<file path="src/rtl/mul_seq_pkg.sv">
// rtl/mul_seq_pkg.sv - shared types and helpers for the taint-tracked multiplier job sequencer
package mul_seq_pkg;

    typedef enum logic [2:0] {
        IDLE  = 3'd0,
        ISSUE = 3'd1,
        WAIT  = 3'd2,
        HOLD  = 3'd3,
        ERR   = 3'd4
    } state_e;

    function automatic int timeout_default(input int width);
        return 2 * width + 8;
    endfunction

    function automatic logic taint_or(input logic a, input logic b);
        return a | b;
    endfunction

endpackage

</file>
<file path="src/rtl/mul_seq_timeout_ctr_taint.sv">
// rtl/mul_seq_timeout_ctr_taint.sv - WAIT-cycle timeout counter with taint pass-through
module mul_seq_timeout_ctr_taint #(
    parameter int TIMEOUT = 24,
    parameter int CW      = $clog2(TIMEOUT + 1)
) (
    input  logic clk,
    input  logic rst,
    input  logic clr,
    input  logic en,
    input  logic taint,
    output logic expire,
    output logic expire_t
);

    logic [CW-1:0] cnt;

    always_ff @(posedge clk or negedge rst) begin
        if (!rst) begin
            cnt <= '0;
        end else if (clr) begin
            cnt <= '0;
        end else if (en) begin
            cnt <= cnt + 1'b1;
        end
    end

    // Fires on the WAIT cycle whose increment brings the count to TIMEOUT.
    assign expire   = en && (cnt == CW'(TIMEOUT - 1));
    assign expire_t = taint;

endmodule

</file>
<file path="src/rtl/mul_job_sequencer_taint.sv">
// rtl/mul_job_sequencer_taint.sv - operand issue / product capture sequencer with word-level taint
module mul_job_sequencer_taint
    import mul_seq_pkg::*;
#(
    parameter int WIDTH   = 32,
    parameter int TIMEOUT = timeout_default(WIDTH)
) (
    input  logic               clk,
    input  logic               rst,
    input  logic               in_valid,
    input  logic               in_valid_t,
    output logic               in_ready,
    output logic               in_ready_t,
    input  logic [WIDTH-1:0]   op_a,
    input  logic               op_a_t,
    input  logic [WIDTH-1:0]   op_b,
    input  logic               op_b_t,
    output logic               mul_start,
    output logic               mul_start_t,
    output logic [WIDTH-1:0]   mul_multiplier,
    output logic               mul_multiplier_t,
    output logic [WIDTH-1:0]   mul_multiplicand,
    output logic               mul_multiplicand_t,
    input  logic [2*WIDTH-1:0] mul_product,
    input  logic               mul_product_t,
    input  logic               mul_done,
    input  logic               mul_done_t,
    output logic               out_valid,
    output logic               out_valid_t,
    output logic [2*WIDTH-1:0] out_product,
    output logic               out_product_t,
    input  logic               out_ready,
    input  logic               out_ready_t,
    output logic               err,
    output logic               err_t
);

    localparam int CW = $clog2(TIMEOUT + 1);

    state_e             state;
    state_e             state_nxt;
    logic               state_t;
    logic               state_t_nxt;
    logic               live;
    logic               seen_low;
    logic [WIDTH-1:0]   a_q;
    logic [WIDTH-1:0]   b_q;
    logic               a_t_q;
    logic               b_t_q;
    logic [2*WIDTH-1:0] prod_q;
    logic               prod_t_q;
    logic               expire;
    logic               expire_t;
    logic               done_ok;
    logic               accept;

    // A done level carried over from the previous job only counts once it has dropped.
    assign done_ok = mul_done && seen_low;
    assign accept  = live && in_valid;

    mul_seq_timeout_ctr_taint #(
        .TIMEOUT (TIMEOUT),
        .CW      (CW)
    ) u_timeout (
        .clk      (clk),
        .rst      (rst),
        .clr      (state == ISSUE),
        .en       (state == WAIT),
        .taint    (state_t),
        .expire   (expire),
        .expire_t (expire_t)
    );

    always_ff @(posedge clk or negedge rst) begin
        if (!rst) begin
            state   <= IDLE;
            state_t <= 1'b0;
            live    <= 1'b0;
        end else begin
            state   <= state_nxt;
            state_t <= state_t_nxt;
            live    <= 1'b1;
        end
    end

    always_comb begin
        state_nxt   = state;
        state_t_nxt = state_t;
        case (state)
            IDLE: begin
                if (live) state_t_nxt = taint_or(state_t, in_valid_t);
                if (accept) state_nxt = ISSUE;
            end
            ISSUE: state_nxt = WAIT;
            WAIT: begin
                state_t_nxt = taint_or(taint_or(state_t, mul_done_t), expire_t);
                if (done_ok)     state_nxt = HOLD;
                else if (expire) state_nxt = ERR;
            end
            HOLD: begin
                state_t_nxt = taint_or(state_t, out_ready_t);
                if (out_ready) state_nxt = IDLE;
            end
            ERR:     state_nxt = ERR;
            default: state_nxt = IDLE;
        endcase
    end

    always_comb begin
        in_ready           = live && (state == IDLE);
        mul_start          = (state == ISSUE);
        out_valid          = (state == HOLD);
        err                = (state == ERR);
        in_ready_t         = state_t;
        mul_start_t        = state_t;
        out_valid_t        = state_t;
        err_t              = state_t;
        mul_multiplier     = a_q;
        mul_multiplicand   = b_q;
        mul_multiplier_t   = taint_or(a_t_q, state_t);
        mul_multiplicand_t = taint_or(b_t_q, state_t);
        out_product        = prod_q;
        out_product_t      = prod_t_q;
    end

    always_ff @(posedge clk or negedge rst) begin
        if (!rst) begin
            a_q      <= '0;
            b_q      <= '0;
            a_t_q    <= 1'b0;
            b_t_q    <= 1'b0;
            prod_q   <= '0;
            prod_t_q <= 1'b0;
            seen_low <= 1'b0;
        end else begin
            if (state == IDLE && accept) begin
                a_q   <= op_a;
                b_q   <= op_b;
                a_t_q <= op_a_t;
                b_t_q <= op_b_t;
            end
            if (state == ISSUE) seen_low <= ~mul_done;
            if (state == WAIT && !mul_done) seen_low <= 1'b1;
            // Capture taint includes this edge's control taint, since the capture itself read mul_done_t.
            if (state == WAIT && done_ok) begin
                prod_q   <= mul_product;
                prod_t_q <= taint_or(mul_product_t, state_t_nxt);
            end
        end
    end

endmodule

</file>
<file path="config.mk">
export PLATFORM = sky130hd
export DESIGN_NAME = mul_job_sequencer_taint
export DESIGN_NICKNAME = d
export VERILOG_FILES = /design/src/rtl/mul_seq_pkg.sv /design/src/rtl/mul_seq_timeout_ctr_taint.sv /design/src/rtl/mul_job_sequencer_taint.sv
export SDC_FILE = /design/constraint.sdc
export NUM_CORES = 1
export LEC_CHECK = 0
export BUFFER_PORTS_ARGS = -buffer_cell sky130_fd_sc_hd__buf_2
export CORE_ASPECT_RATIO = 1.25
export CORE_MARGIN = 2
export CORE_UTILIZATION = 35
export DETAILED_ROUTE_END_ITERATION = 12
export HOLD_SLACK_MARGIN = 0.03
export PLACE_DENSITY = 0.72
export SLEW_MARGIN = 15
export SYNTH_ARGS = -nofsm -noshare
export SYNTH_HDL_FRONTEND = slang
export SYNTH_SLANG_ARGS = --single-unit
</file>
<file path="constraint.sdc">
create_clock -name clk -period 1.6 [get_ports clk]
set_input_delay 0.16 -clock clk [delete_from_list [all_inputs] [get_ports clk]]
set_output_delay 0.16 -clock clk [all_outputs]
set_load 0.01 [all_outputs]
</file>
==> results.txt <==
----------------------------------------------------
[Outcome]
  Status ... finished, violations left
  Violated checks ... negative setup slack

[Critical path]
  Path length in cells of the critical path ... 6
  Arrival time of the worst setup path ... ~2.0 ns
  Cell at the slowest stage of the critical path ... dfrtp_1
  Bufs and invs on worst path ... 3
  Cells traversed along the worst timing path ... buf_6 > nor4b_4 > buf_6 > nand2_8 > clkbuf_16 > mux2_4
  Delay of the slowest critical-path stage ... approximately 0.41 ns
  Kind of end point of the critical path ... flop
  Startpoint kind of the worst setup timing path ... flop
  Crit Path Category ... flop to flop
  Most common cell type on the critical path ... buf_6
  Max FO, Critical Path ... 5
  Worst endpoint required time ... 1.90 ns
  Top Family by Delay on Critical Path ... buffers and inverters
  R2R cell count ... 6

[Yosys]
  Most used standard cell by instance count after synthesis ... dfrtp_1
  Post-synth top area share ... around 62%
  Syn_nets ... 500
  Netlist area before placement ... 5810 um^2
  Async set-or-reset flop fraction in the synthesized netlist ... 100%
  Flip-flop and latch count after synthesis ... 144
  Register area share after synthesis ... 62.1%
  Leading cell types by count after synthesis ... 144 x dfrtp_1, 91 x mux2_2, 40 x mux2_4, 9 x buf_4, 8 x o21ai_0
  Number of flops mapped to enable cells by yosys ... 0
  Most frequently used flop master after synthesis ... dfrtp_1
  Count of cell types in the netlist ... 37
  Post-Synthesis Mean Instance Area ... 16.1 um^2
  Cell type contributing the most total cell area after synthesis ... dfrtp_1
  Instance count of the mapped netlist ... 360
  Total number of yosys warnings ... 0
  Main area contributors after synthesis ... dfrtp_1 62%, mux2_2 18%, mux2_4 10%

[Clocking]
  Depth of the CTS H-tree ... 4
  Number of clock sinks seen by CTS ... 144
  Cts bufs inserted ... 17
  Clock tree from TritonCTS ... yes
  Register clock-pin slew on the reported worst setup and hold paths ... 0.06 ns
  Latest clock arrival within the worst-skew pair ... ~0.42 ns
  Bufs on Longest Clock Path ... 2
  Cell chosen for the clock root ... clkbuf_16

[Place]
  HPWL after DPL ... approximately 11 mm
  GPL Wtd Cong ... 0.804
  Number of I/O port buffers ... 277

[Die]
  Total number of placement rows ... 52
  Initial Utilization ... between 30% and 40%
  Core footprint ... 16200 um^2
  I/O Pins ... between 200 and 300
  DIE AREA ... 17600 um^2
  Die width ... roughly 120 um
  Vertical die dimension ... 148 um

[Detailed routing]
  Number of nets with antenna violations after detailed routing ... 0
  1st-pass router iterations ... 4
  Number of design rule violations left after detail routing ... 0
  Routed WL ... 18.7 mm
  Overall via count from detail_route ... 4955
  Number of design-rule violations left by the first detailed-router iteration ... around 180
  Detailed-route wire length per cell ... approximately 18 um
  Number of vias per cell ... 4.71

[STA]
  RSZ-0062 raised after global routing ... true
  Maximum clock rate ... 575 MHz
  Setup_tns ... -12.55 ns
  Layout Skew ... 0.00666 ns
  Tcrit/Tclk final ... 109%
  Min Clock Period, post-route ... 1.74 ns
  Count of pins over their slew limit ... 0
  Number of hold violations in the final report ... 0
  Post-route worst hold slack ... 0.144 ns
  Count of final setup violators ... 134
  Final critical-path setup slack ... -0.139 ns

[Finish]
  Core Util, Final ... between 60% and 70%
  Area growth from synthesis to layout ... 72.0%
  Filler Cell Count ... 1159
  Post-layout net count ... 961
  Layout cell share with drive strength beyond 1 ... 60.9%

[Power and ir drop]
  Total internal power ... 11.8 mW
  Combinational fraction of design power ... 41.2%
  Cell Pwr Density ... 1760 nW/um^2
  Clock share of power ... 22.5%
  Reg power frac ... 36.3%
  VDD IR max ... 0.815 mV
  Psw ... around 5.8 mW
  Static leakage power ... 4.93 nW
  Net switching share of the total power ... 32.9%
  Total power draw ... 17.6 mW

[Global route]
  First-pass GRT wire length ... 27.9 mm
  Pin count of the biggest net entering global routing ... 45
  Number of antenna violations at the first check in global routing ... 1
  Overall track demand over capacity in global routing ... 20.3%
  Total overflow reported by the global router ... 0
  Vias in the first global route ... 5582

[Job]
  Maximum capacitance violations ... 0

[Worst hold path]
  Worst hold path class ... primary input to flop
  Hold Path Cell Cnt ... 4

----------------------------------------------------
## tightest hold or removal path, stage by stage
cell	delay, ns
buf_2	0.07
mux2_2	0.13
a22oi_1	0.08
nand2b_1	0.08
## power by group through the flow
| stage | clock network [mW] | registers (mW) | logic (mW) |
|---|---|---|---|
| after detailed placement | 0 | 6.39 | 6.26 |
| after CTS | 4.04 | 6.35 | 6.84 |
| after global routing | 4.24 | 6.63 | 7.72 |
| final | 3.96 | 6.40 | 7.27 |
| after floorplan | 0 | 7.11 | 2.80 |
| after global placement | 0 | 6.30 | 6.05 |
## repair_timing
action                                  4_1_cts  5_1_grt
resized for setup                            19       17
hold buffers                                134        0
endpoints found under the hold margin       211        0
endpoints found under the setup margin       40      135
buffers inserted                             10        5
pin swaps                                     3        5
gates cloned                                  3        8
## area by class of cell
class | instances | area (um^2) | area share [%]
Sequential cell | 144 | 3600 | 36.1
Timing Repair Buffer | 461 | 3400 | 34.0
Multi-Input combinational cell | 193 | 2110 | 21.1
Clock buffer | 18 | 429 | 4.30
Tap cell | 216 | 270 | 2.71
Clock inverter | 14 | 155 | 1.55
Inverter | 4 | 17.5 | 0.175
Antenna cell | 2 | 5.00 | 0.0501
## state kept, by name, indices dropped and copies added (netlist names)
signal,flops
a_t_q,1
out_product_t,1
seen_low,1
out_product,64
b_t_q,1
state,3
mul_multiplicand,32
mul_multiplier,32
err_t,1
u_timeout.cnt,7
live,1
## through the flow
| step | instances | setup slack [ns] | cell area (um^2) |
|---|---|---|---|
| after floorplan | 360 | -0.0581 | 5810 |
| after global placement | 858 | 0.0375 | 7570 |
| after detailed placement | 858 | -0.0154 | 7570 |
| after CTS | 1037 | -0.108 | 9710 |
| after global routing | 1051 | -0.174 | 9990 |
| final | 1052 | -0.139 | 9990 |
## placed cells by master (no fill, tap or decap), types with 3 or more instances in the layout
master         Yosys  layout
a21oi_1            4       4
buf_12             0       4
buf_16             0       4
buf_2              3     274
buf_4              9      23
buf_6              6      16
clkbuf_16          0      22
clkinv_2           0       3
dfrtp_1          144     143
dlygate4sd3_1      0     134
inv_6              0       5
mux2_2            91      91
mux2_4            40      40
mux2i_1            4       4
nand2_1            7       6
o21ai_0            8       8
## path summary, 6_finish.rpt
path	startpoint	end	slack, ns
hold reg to reg	u_timeout.cnt[6]	u_timeout.cnt[6]	0.49
hold / removal	mul_done_t	err_t	0.14
min in group asynchronous	rst	mul_multiplicand[27]	0.23
setup reg to reg	state[2]	mul_multiplicand[21]	-0.14
setup / recovery	state[2]	mul_multiplicand[21]	-0.14
max in group asynchronous	rst	out_product[55]	0.78
## metal layers
metal,track usage (%),up-vias,routed length [um]
met4,10.8,0,711
met5,0,-,0
met2,37.4,223,10200
met3,6.06,61,1080
li1,-,2215,-
met1,20.4,2456,6760
## cells by family after synthesis
kind of cell	count (synthesis)	synth area share [%]
buf+inv	25	3.04
fa+ha+maj	1	0.215
mux	135	28.7
simple gates	33	3.64
other cells	1	0.0646
flops	144	62.1
compound gates	21	2.31
(Power assumes the default switching activity.)
